===== src/rtl/cfu_issue.sv =====
// cfu_issue -- execute-stage initiator for the custom function unit port.
//
// Takes a decoded custom instruction from EX, latches its operands, runs one
// valid/stall handshake with the CFU, and presents the captured result with
// its destination register to writeback.
//
// Ports:
//   clk_i, rst_ni          clock (rising edge), async active-low reset
//   issue_*_i              instruction from EX (valid, ctrl, rs1, rs2, rd)
//   pipe_stall_i           writeback not ready
//   pipe_flush_i           squash the current instruction
//   busy_o                 hold EX while the request is open
//   done_o, rslt_o, rd_o   result for writeback (level-held until consumed)
//   timeout_o              completion forced by the watchdog
//   cfu_valid_o/ctrl_o/src1_o/src2_o   request to the CFU
//   cfu_stall_o            freeze request to the CFU
//   cfu_stall_i, cfu_rslt_i            CFU response
//
// Build option: define CFU_TIMEOUT_EN to build the stall watchdog
// (TIMEOUT_CYCLES stalled REQ cycles, then complete with rslt_o=0, timeout_o=1).
// Without it the request waits indefinitely and timeout_o is 0.

`ifndef XLEN
`define XLEN 32
`endif
`ifndef CFU_CTRL_WIDTH
`define CFU_CTRL_WIDTH 10
`endif

module cfu_issue #(
  parameter int XLEN           = `XLEN,
  parameter int CTRL_W         = `CFU_CTRL_WIDTH,
  parameter int TIMEOUT_CYCLES = 256
) (
  input  logic              clk_i,
  input  logic              rst_ni,
  input  logic              issue_valid_i,
  input  logic [CTRL_W-1:0] issue_ctrl_i,
  input  logic [XLEN-1:0]   issue_src1_i,
  input  logic [XLEN-1:0]   issue_src2_i,
  input  logic [4:0]        issue_rd_i,
  input  logic              pipe_stall_i,
  input  logic              pipe_flush_i,
  output logic              busy_o,
  output logic              done_o,
  output logic [XLEN-1:0]   rslt_o,
  output logic [4:0]        rd_o,
  output logic              timeout_o,
  output logic              cfu_valid_o,
  output logic [CTRL_W-1:0] cfu_ctrl_o,
  output logic [XLEN-1:0]   cfu_src1_o,
  output logic [XLEN-1:0]   cfu_src2_o,
  output logic              cfu_stall_o,
  input  logic              cfu_stall_i,
  input  logic [XLEN-1:0]   cfu_rslt_i
);

  if (TIMEOUT_CYCLES < 1) begin : g_bad_timeout
    $error("cfu_issue: TIMEOUT_CYCLES must be >= 1");
  end

  typedef enum logic [1:0] {IDLE, REQ, DONE} state_t;

  state_t            state_q, state_d;
  logic [CTRL_W-1:0] ctrl_q;
  logic [XLEN-1:0]   src1_q, src2_q, rslt_q;
  logic [4:0]        rd_q;
  logic              squash_q, to_q;
  logic              accept, hs_done, tmo_hit, kill, leave_req;

  assign accept    = (state_q == IDLE) && issue_valid_i && !pipe_flush_i;
  assign hs_done   = (state_q == REQ) && !cfu_stall_i;
  // A flush in the completing cycle counts as a squash, so the result is dropped.
  assign kill      = squash_q || pipe_flush_i;
  assign leave_req = hs_done || tmo_hit;

`ifdef CFU_TIMEOUT_EN
  localparam int CNT_W = $clog2(TIMEOUT_CYCLES + 1);
  logic [CNT_W-1:0] cnt_q;

  // cnt_q holds the number of stalled REQ cycles already seen; the watchdog
  // fires in the stalled cycle that would bring it to TIMEOUT_CYCLES.
  assign tmo_hit = (state_q == REQ) && cfu_stall_i &&
                   (cnt_q == CNT_W'(TIMEOUT_CYCLES - 1));

  always_ff @(posedge clk_i or negedge rst_ni) begin
    if (!rst_ni)                cnt_q <= '0;
    else if (state_q != REQ)    cnt_q <= '0;
    else if (cfu_stall_i)       cnt_q <= cnt_q + 1'b1;
  end
`else
  assign tmo_hit = 1'b0;
`endif

  always_comb begin
    state_d = state_q;
    case (state_q)
      IDLE:    if (accept) state_d = REQ;
      REQ:     if (leave_req) state_d = kill ? IDLE : DONE;
      DONE:    if (pipe_flush_i || !pipe_stall_i) state_d = IDLE;
      default: state_d = IDLE;
    endcase
  end

  always_ff @(posedge clk_i or negedge rst_ni) begin
    if (!rst_ni) begin
      state_q  <= IDLE;
      ctrl_q   <= '0;
      src1_q   <= '0;
      src2_q   <= '0;
      rd_q     <= '0;
      rslt_q   <= '0;
      squash_q <= 1'b0;
      to_q     <= 1'b0;
    end else begin
      state_q <= state_d;
      if (accept) begin
        ctrl_q <= issue_ctrl_i;
        src1_q <= issue_src1_i;
        src2_q <= issue_src2_i;
        rd_q   <= issue_rd_i;
      end
      if (leave_req && !kill) begin
        rslt_q <= tmo_hit ? '0 : cfu_rslt_i;
        to_q   <= tmo_hit;
      end
      // Squash is sticky only while the handshake is still open.
      if (state_q != REQ || leave_req) squash_q <= 1'b0;
      else if (pipe_flush_i)           squash_q <= 1'b1;
    end
  end

  // rst_ni gates the terms fed straight from inputs so every output is 0 in reset.
  assign busy_o      = rst_ni && (accept || (state_q == REQ && !squash_q));
  assign cfu_stall_o = rst_ni && pipe_stall_i && (state_q != REQ);
  assign done_o      = (state_q == DONE) && !pipe_flush_i;
  assign timeout_o   = done_o && to_q;
  assign rslt_o      = rslt_q;
  assign rd_o        = rd_q;
  assign cfu_valid_o = (state_q == REQ);
  assign cfu_ctrl_o  = ctrl_q;
  assign cfu_src1_o  = src1_q;
  assign cfu_src2_o  = src2_q;

endmodule

===== config.mk =====
export PLATFORM = sky130hd
export DESIGN_NAME = cfu_issue
export DESIGN_NICKNAME = d
export VERILOG_FILES = /design/src/rtl/cfu_issue.sv
export SDC_FILE = /design/constraint.sdc
export NUM_CORES = 1
export LEC_CHECK = 0
export ABC_CLOCK_PERIOD_IN_PS = 1810
export CAP_MARGIN = 20
export CORE_MARGIN = 5
export CORE_UTILIZATION = 39
export CTS_CLUSTER_SIZE = 12
export DETAILED_ROUTE_END_ITERATION = 7
export GPL_TIMING_DRIVEN = 0
export PLACE_DENSITY = 0.81
export SKIP_CTS_REPAIR_TIMING = 1
export SKIP_LAST_GASP = 1
export SLEW_MARGIN = 20
export SYNTH_ARGS = -nofsm -noshare
export SYNTH_HDL_FRONTEND = slang
export SYNTH_SLANG_ARGS = --single-unit

===== constraint.sdc =====
create_clock -name clk_i -period 1.81 [get_ports clk_i]
set_input_delay 0.362 -clock clk_i [delete_from_list [all_inputs] [get_ports clk_i]]
set_output_delay 0.362 -clock clk_i [all_outputs]
set_load 0.01 [all_outputs]

Yosys cells after proc, flatten, opt, wreduce, memory -nomap -nowiden
Index checks and enable logic that the tools add are counted.
{"block": "word_totals", "input_bits": 117, "latch_bits": 0, "mem_bits_ro": 0, "ff_bits": 114, "output_inout_bits": 116, "elab_cells": 41, "mem_bits_rw": 0, "n_memories": 0}
{"block": "op_classes", "n_reduce_logical": 21, "magnitude_cmp": 0, "bitwise": 0, "shifts": 0, "n_mux": 7, "addsub": 0, "n_mul": 0, "div": 0, "n_eq_ne": 6}
{"op": "logical AND 1 bit", "n": 9}
{"op": "two-way mux 2 bit", "n": 4}
{"op": "one-hot mux 2 bit (3 select lines)", "n": 1}
{"op": "logical NOT 1 bit", "n": 5}
{"op": "logical OR 1 bit", "n": 4}
{"op": "!= test 2 x 1 -> 1 bit, second input constant", "n": 2}
{"op": "!= test 2 bit, second input constant", "n": 2}
{"op": "AND reduction 3 bit", "n": 1}
{"op": "== test 2 x 1 -> 1 bit, second input constant", "n": 1}
{"op": "== test 2 bit, second input constant", "n": 1}
{"op": "logical NOT 2 bit", "n": 1}
{"op": "two-way mux 1 bit", "n": 2}
{"op": "nonzero test 2 bit", "n": 1}

Depth between registers and ports, before layout
Gate-level depths: netlist (run 1).
{"block": "logic_depth", "depth_word": 5, "mapped_depth": 5, "depth_no_buf": 4}

Worst setup path before layout (run 1)
Ideal clock, no wire load.
{"block": "synth_timing", "path_type": "register to register", "start": "register state_q[1]", "end": "register rslt_q[10] (netlist: rslt_o[10])", "arrival_time_ps": 1487, "stages_incl_launch_ff": 6, "setup_slack_ps": 198, "synth_period_minus_slack_ps": 1612, "setup_time_ps": 125, "required_time_ps": 1685, "path_cell_list": "dfrtp_1 > nand2b_4 > or4_4 > buf_6 > buf_6 > mux2_4"}
{"block": "synth_between", "elab_chain_cells": 3}
{"element": "start, declared", "line": "64", "rtl": "state_t state_q, state_d;"}
{"element": "start signal, assigned", "line": "116", "rtl": "state_q <= state_d;"}
{"element": "== test 2 x 1 -> 1 bit", "line": "72", "rtl": "assign hs_done = (state_q == REQ) && !cfu_stall_i;"}
{"element": "logical AND 1 bit", "line": "72"}
{"element": "logical AND 1 bit", "line": "123", "rtl": "if (leave_req && !kill) begin"}
{"element": "end signal, assigned", "line": "124", "rtl": "rslt_q <= tmo_hit ? '0 : cfu_rslt_i;"}
{"element": "end, declared", "line": "66", "rtl": "logic [XLEN-1:0] src1_q, src2_q, rslt_q;"}
No other way between the ends.
A chain may end at the register's enable or synchronous reset.

Worst setup path after layout (run 1)
{"block": "layout_timing", "start": "input pipe_flush_i", "end": "output busy_o"}
{"block": "layout_between", "elab_chain_cells": 4}
{"element": "start, declared", "line": "43", "rtl": "input logic pipe_flush_i,"}
{"element": "logical NOT 1 bit", "line": "71", "rtl": "assign accept = (state_q == IDLE) && issue_valid_i && !pipe_flush_i;"}
{"element": "logical AND 1 bit", "line": "71"}
{"element": "logical OR 1 bit", "line": "134", "rtl": "assign busy_o = rst_ni && (accept || (state_q == REQ && !squash_q));"}
{"element": "logical AND 1 bit", "line": "134"}
{"element": "end, declared", "line": "44", "rtl": "output logic busy_o,"}
No other way between the ends.

==> results of run 1 <==
==> how the worst min path moves through the flow <==
stage             startpoint  slack, ns  cells past startpoint        endpoint
5_1_grt               rst_ni      -0.05                      1   cfu_ctrl_o[2]
4_1_cts               rst_ni      -0.07                      1   cfu_ctrl_o[1]
2_1_floorplan         rst_ni       0.07                      0   cfu_ctrl_o[0]
3_5_place_dp          rst_ni       0.36                      1   cfu_ctrl_o[1]
3_3_place_gp   cfu_ctrl_o[0]       0.49                      1   cfu_ctrl_o[0]
6_report              rst_ni      -0.06                      1  cfu_src1_o[29]
==> where the power goes <==
part	switching [mW]	total, mW	internal, mW	leakage [nW]
logic	1.14	3.43	2.29	1.69
registers	0.419	3.74	3.32	1.35
clock network	1.09	3.28	2.19	0.284
total	2.64	10.4	7.80	3.33
==> sequential cells by signal (all words and copies together) (netlist names) <==
name / count
squash_q: 1
rd_o: 5
rslt_o: 32
cfu_ctrl_o: 10
cfu_src1_o: 32
state_q: 2
cfu_src2_o: 32
==> worst reg2reg max path: stages (launching register included) <==
cell     delay, ns
dfrtp_1       0.43
nor4b_2       0.27
buf_4         0.16
buf_4         0.22
buf_6         0.19
mux2_2        0.36
==> routing by layer <==
metal	part of all wire	routed length, µm
met1	0.37	4423
met2	0.53	6391
met3	0.10	1225
met4	0.0061	74
met5	0	0
==> layout by cell type, fill, tap and decap left out, drive strengths merged <==
cell | Yosys | final
dfrtp | 114 | 114
or4 | 1 | 1
nor4b | 1 | 1
bufinv | 0 | 3
nand2 | 1 | 1
clkbuf | 0 | 23
clkinvlp | 0 | 2
clkdlybuf4s50 | 0 | 226
inv | 1 | 1
mux2 | 111 | 111
a21bo | 1 | 1
and3 | 1 | 1
clkinv | 0 | 5
dlymetal6s2s | 0 | 3
o21a | 1 | 1
nor3b | 1 | 1
buf | 14 | 18
nand2b | 2 | 2
nor2 | 3 | 3
conb | 1 | 1
==> stage by stage <==
stage,utilization,power [mW],instance area [µm²]
floorplan,-,5.057,4403
global placement,0.6301,7.091,6890
detailed placement,0.6327,7.207,6919
CTS,0.6865,10.57,7507
global route,0.6951,10.98,7601
finish,0.6951,10.44,7601
==> area by class of cell <==
cell class,instances,area share
Tap cell,140,0.02305
Clock buffer,22,0.05975
Inverter,1,0.0004938
Buffer,14,0.02025
Timing Repair Buffer,234,0.3114
Sequential cell,114,0.3753
Multi-Input combinational cell,124,0.1921
Clock inverter,10,0.01761
==> kinds of logic after synthesis <==
group | count (synthesis) | share of synthesized area
AND/OR/NAND/NOR | 10 | 0.01563
flip-flops | 114 | 0.6479
AO/OA/AOI/OAI | 2 | 0.003979
buffers and inverters | 15 | 0.02302
other | 1 | 0.0008517
multiplexers | 111 | 0.3086
==> reports/metrics.yaml, run 1 <==
run_status:
  status: "finished, violations left"
  violations: "negative hold slack, negative setup slack"
route:
  drcViolationCount: 0
  wl_per_cell_um: 18.38
  antenna_left: 0
  initialDrtViolationCount: 95
  routed_wl_um: 12110
  vias: 3071
  vias_per_cell: 4.660
  drt_pass1_iterations: 4
setup_path:
  path_cells: "clkdlybuf4s50_1 > nor4b_2 > buf_4 > buf_8 > o21a_1 > buf_6"
  r2r-end: "cfu_src2_o[10]"
  required_ns: 1.45
  crit_path_end_kind: "primary output"
  cp.depth: 6
  startpoint_type: "input pin"
  crit_family: "buffers and inverters"
  worstPathMaxFanout: 4
  cp.buffers_inverters: 4
  rr_startpoint: "state_q[0]"
  crit_slowest_cell: "clkdlybuf4s50_1"
  cp_slowest_stage_delay_ns: 0.50
  ff2ff_setup_slack_ns: 0.07
  path_class: "in -> out"
  startpoint: "pipe_flush_i"
  worst-r2r-cell-count: 5
  arrival_ns: 1.59
  endpoint: "busy_o"
job:
  cap_violations: 0
layout:
  area_growth_pct: 72.63
  seqCellArea_mm2: 0.002853
  nFillCells: 794
  drive_gt1_frac: 0.3141
  multi_input_area_mm2: 0.001460
  diodes: 0
  fin_nets: 623
  fin_cells: 659
timing:
  period_minus_slack_ns: 1.954
  finalSetupViolCount: 1
  skew_ns: 0.009597
  rsz0062_at_grt: "yes"
  worst_slack_ns: -0.1435
  setup_tns_ns: -0.1435
  post-route-period-util: 1.079
  hold_viol: 54
  drv_slew: 0
  clock.fmax_mhz: 511.9
  whs_ns: -0.06412
synthesis:
  async_reset_ff_frac: 1.000
  avgSynthCellArea_um2: 17.40
  synth_nets: 370
  synth_warnings: 0
  synth_seq_cells: 114
  ys_types: 18
  yosysMostFrequentCell: "dfrtp_1"
  synth_top_area_frac: 0.6479
  postSynthCellCount: 253
  synthTopCellsByArea: "dfrtp_1 (65%), mux2_2 (21%), mux2_4 (9.9%)"
  synth-main-ff-cell: "dfrtp_1"
  syn_area_mm2: 0.004403
  synth_common_cells: "dfrtp_1 (114), mux2_2 (82), mux2_4 (29), buf_2 (9), buf_6 (4)"
  ys_seq_area_frac: 0.6479
  synth_edf_count: 0
  synth_top_area_cell: "dfrtp_1"
clock_tree:
  cts_tree: "built"
  clockBufferDepth: 2
  clk_pin_slew_worst_paths_ns: 0.05
  cts_max_level: 4
  clkLatencyLatePin_ns: 0.40
  clock_sinks: 114
  cts_buffers: 17
  ctsRootBufferMaster: "clkbuf_16"
pwr:
  leakage_nw: 3.325
  vdd_drop_max_v: 0.0006717
  power_density_mw_per_mm2: 1374
die:
  die_w_um: 116.3
  die_area_mm2: 0.01351
  io_pins: 233
  core_mm2: 0.01094
  initial_core_util: 0.4026
  std_cell_rows: 38
  dieHeight_um: 116.3
global_route:
  use_met2: 0.3150
  use_met3: 0.07927
  grtUsageMet1: 0.2003
  gr-total-overflow: 0
  antenna_found_initial: 0
  grt_pass1_wl_um: 18600
  grt_pass1_vias: 3460
  grt_max_degree: 61
  grt_busiest_layer: "met2"
  track_usage: 0.1816
placement:
  place_ws_ns: -0.9470
  dpl.hpwl_um: 9162
  place_congestion: 0.7332
  place_inst: 625
  port-buffer-count: 231
min_path:
  hold_class: "in -> async"
Note: power is estimated with default switching activity, not from simulation.
==> inputs of run 2 (changes only) <==
--- a/config.mk
+++ b/config.mk
@@ -5,10 +5,13 @@
 export SDC_FILE = /design/constraint.sdc
 export NUM_CORES = 1
 export LEC_CHECK = 0
+export ABC_AREA = 1
 export ABC_CLOCK_PERIOD_IN_PS = 1810
 export CAP_MARGIN = 20
+export CELL_PAD_IN_SITES_DETAIL_PLACEMENT = 1
+export CELL_PAD_IN_SITES_GLOBAL_PLACEMENT = 2
 export CORE_MARGIN = 5
-export CORE_UTILIZATION = 39
+export CORE_UTILIZATION = 22
 export CTS_CLUSTER_SIZE = 12
 export DETAILED_ROUTE_END_ITERATION = 7
 export GPL_TIMING_DRIVEN = 0
==> run 2 against run 1 <==
  * The flow still finishes with violations (negative hold slack, negative setup slack)
  * Cell count rose by 59%
  * Design area rose by 5.1%
  * Global-route usage fell by 3.9 points
  * Sequential cell count did not move
  * Fmax rose by 1.9%
  * Area after synthesis rose by 3.9%
  * First-iteration DRC count rose by 85%
  * Largest cell class unchanged
  * Die area rose by 76%
  * Register-to-register slack improved by 0.16 ns
  * Via count rose by 46%
  * Largest power group is now clock
  * Clock-buffer cell count did not move
==> reports/metrics.yaml, run 2 <==
synthesis:
  synth_top_area_frac: 0.6236  # was 0.6479
  synth_nets: 622  # was 370
  synth-main-ff-cell: "dfrtp_1"  # unchanged
  ys_seq_area_frac: 0.6236  # was 0.6479
  avgSynthCellArea_um2: 9.058  # was 17.40 µm²
  syn_area_mm2: 0.004574  # was 0.004403 mm²
  synth_top_area_cell: "dfrtp_1"  # unchanged
  synthTopCellsByArea: "dfrtp_1 (62%), nand2_1 (19%), nand3_1 (8.6%)"  # was dfrtp_1 (65%), mux2_2 (21%), mux2_4 (9.9%)
  synth_warnings: 0  # unchanged
  postSynthCellCount: 505  # was 253
  async_reset_ff_frac: 1.000  # unchanged
  synth_seq_cells: 114  # unchanged
  ys_types: 18  # unchanged
  synth_edf_count: 0  # unchanged
  synth_common_cells: "nand2_1 (228), dfrtp_1 (114), nand3_1 (79), nand4_1 (32), buf_2 (19)"  # was dfrtp_1 (114), mux2_2 (82), mux2_4 (29), buf_2 (9), buf_6 (4)
  yosysMostFrequentCell: "nand2_1"  # was dfrtp_1
timing:
  whs_ns: -0.1228  # was -0.06412 ns
  hold_viol: 56  # was 54
  finalSetupViolCount: 1  # unchanged
  skew_ns: 0.003584  # was 0.009597 ns
  relSlewSlack: 0.6525
  clock.fmax_mhz: 521.5  # was 511.9 MHz
  rsz0062_at_grt: "yes"  # unchanged
  worst_slack_ns: -0.1076  # was -0.1435 ns
  period_minus_slack_ns: 1.918  # was 1.954 ns
  tightestPinTransition_ns: 0.5212
  drv_slew: 0  # unchanged
  post-route-period-util: 1.059  # was 1.079
clock_tree:
  clock_sinks: 114  # unchanged
  clk_pin_slew_worst_paths_ns: 0.06  # was 0.05 ns
  cts_max_level: 4  # unchanged
  cts_buffers: 17  # unchanged
  clockBufferDepth: 2  # unchanged
  ctsRootBufferMaster: "clkbuf_16"  # unchanged
  cts_tree: "built"  # unchanged
  clkLatencyLatePin_ns: 0.41  # was 0.40 ns
setup_path:
  required_ns: 1.45  # about the same
  ff2ff_setup_slack_ns: 0.23  # was 0.07 ns
  arrival_ns: 1.56  # was 1.59 ns
  r2r-end: "cfu_src2_o[30]"  # was cfu_src2_o[10]
  startpoint_type: "flip-flop"  # was input pin
  path_class: "reg -> out"  # was in -> out
  crit_path_end_kind: "primary output"  # unchanged
  startpoint: "state_q[0]"  # was pipe_flush_i
  rr_startpoint: "state_q[0]"  # unchanged
  worst-r2r-cell-count: 6  # was 5
  endpoint: "busy_o"  # unchanged
  worstPathMaxFanout: 9  # was 4
placement:
  place_inst: 1007  # was 625
  placed_area_mm2: 0.007257  # was 0.006919 mm²
  dpl.hpwl_um: 12420  # was 9162 µm
  port-buffer-count: 231  # unchanged
  place_ws_ns: -0.9594  # was -0.9470 ns
  place_congestion: 0.7271  # was 0.7332
die:
  core_mm2: 0.02036  # was 0.01094 mm²
  io_pins: 233  # unchanged
  initial_core_util: 0.2246  # was 0.4026
  die_w_um: 154.2  # was 116.3 µm
  dieHeight_um: 154.2  # was 116.3 µm
  die_area_mm2: 0.02378  # was 0.01351 mm²
  std_cell_rows: 52  # was 38
pwr:
  power_density_mw_per_mm2: 1293  # was 1374 mW/mm²
  vdd_drop_max_v: 0.0005693  # was 0.0006717 V
  power_frac_clock: 0.349  # was 0.314
  switching_share: 0.2892  # was 0.2531
  leakage_nw: 3.816  # was 3.325 nW
  power.internal_mw: 7.342  # was 7.800 mW
  switching_power_mw: 2.987  # was 2.643 mW
  pwr-share-seq: 0.348  # was 0.358
  combPwrFrac: 0.303  # was 0.328
global_route:
  gr-total-overflow: 0  # unchanged
  antenna_found_initial: 1  # was 0
  track_usage: 0.1429  # was 0.1816
  grt_pass1_vias: 4719  # was 3460
  grt_max_degree: 60  # was 61
  grt_pass1_wl_um: 26850  # was 18600 µm
route:
  wl_per_cell_um: 16.35  # was 18.38 µm
  vias_per_cell: 4.272  # was 4.660
  antenna_left: 0  # unchanged
  drt_pass1_iterations: 4  # unchanged
  vias: 4473  # was 3071
  drcViolationCount: 0  # unchanged
  routed_wl_um: 17120  # was 12110 µm
  initialDrtViolationCount: 176  # was 95
run_status:
  violations: "negative hold slack, negative setup slack"  # unchanged
  status: "finished, violations left"  # unchanged
layout:
  stdcell_area_mm2: 0.007989  # was 0.007601 mm²
  layout_common_cells: "nand2_1 (227), clkdlybuf4s50_1 (226), dfrtp_1 (113), nand3_1 (79), nand4_1 (32)"  # was clkdlybuf4s50_1 (226), dfrtp_1 (114), mux2_2 (82), mux2_4 (29), clkbuf_16 (17)
  area_growth_pct: 74.64  # was 72.63%
  diodes: 0  # unchanged
  multi_input_area_mm2: 0.001553  # was 0.001460 mm²
  seqCellArea_mm2: 0.002854  # was 0.002853 mm²
  layout_commonest_cell: "nand2_1"  # was clkdlybuf4s50_1
  drive_gt1_frac: 0.09395  # was 0.3141
  nFillCells: 2359  # was 794
  fin_cells: 1047  # was 659
  fin_nets: 881  # was 623
min_path:
  hold_class: "in -> async"  # unchanged
job:
  cap_violations: 0  # unchanged
run 2: cell families (layout without fill, tap and decap cells):
family | after synthesis | after routing | synth area share
buffers and inverters | 41 | 313 | 0.04130
flip-flops | 114 | 114 | 0.6236
AND/OR/NAND/NOR | 348 | 348 | 0.3326
other | 1 | 1 | 0.0008198
AO/OA/AOI/OAI | 1 | 1 | 0.001642
run 2: area by class of cell:
cell class                      instances  share of cell area
Clock inverter                         10             0.01942
Timing Repair Buffer                  240              0.3026
Tap cell                              270             0.04229
Buffer                                 37             0.02255
Sequential cell                       114              0.3572
Inverter                                4            0.002193
Multi-Input combinational cell        350              0.1944
Clock buffer                           22             0.05936
run 2: worst max-delay path, cell delays in order, from the launching register on:
cell and delay [ns]:
dfrtp_2 0.42, buf_4 0.15, nor2_4 0.12, nand2_4 0.12, a21boi_1 0.14, dlymetal6s2s_1 0.20
run 2: worst min path at each step:
| stage | endpoint | slack (ns) | cells past startpoint |
|---|---|---|---|
| 5_1_grt | cfu_ctrl_o[0] | -0.1 | 1 |
| 4_1_cts | cfu_src1_o[28] | -0.12 | 1 |
| 3_3_place_gp | rslt_o[24] | 0.45 | 2 |
| 3_5_place_dp | cfu_src1_o[28] | 0.33 | 1 |
| 2_1_floorplan | cfu_ctrl_o[0] | 0.07 | 0 |
| 6_report | cfu_ctrl_o[3] | -0.12 | 1 |
run 2: metrics by stage:
step                      TNS, ns    util  power (mW)
final                     -0.1076  0.3923       10.33
after CTS                  -2.429  0.3873       10.49
after global placement    -565.33  0.3548       6.723
after floorplan                 0       -       4.693
after detailed placement   -30.91  0.3564       6.782
after global routing      -0.2765  0.3923       10.97
run 2: power groups by stage:
stage / Sequential (mW) / Clock, mW / Combinational (mW)
final: 3.60 / 3.61 / 3.13
after global routing: 3.69 / 3.85 / 3.43
after CTS: 3.61 / 3.73 / 3.15
after detailed placement: 3.64 / 0 / 3.14
after global placement: 3.61 / 0 / 3.11
after floorplan: 3.94 / 0 / 0.756
run 2: routing by layer:
layer,wire length (µm),vias to the layer above,GRT usage
li1,-,2166,-
met1,7263,2126,0.1764
met2,8055,153,0.2286
met3,1456,26,0.05756
met4,320,2,0.04668
met5,20,-,0
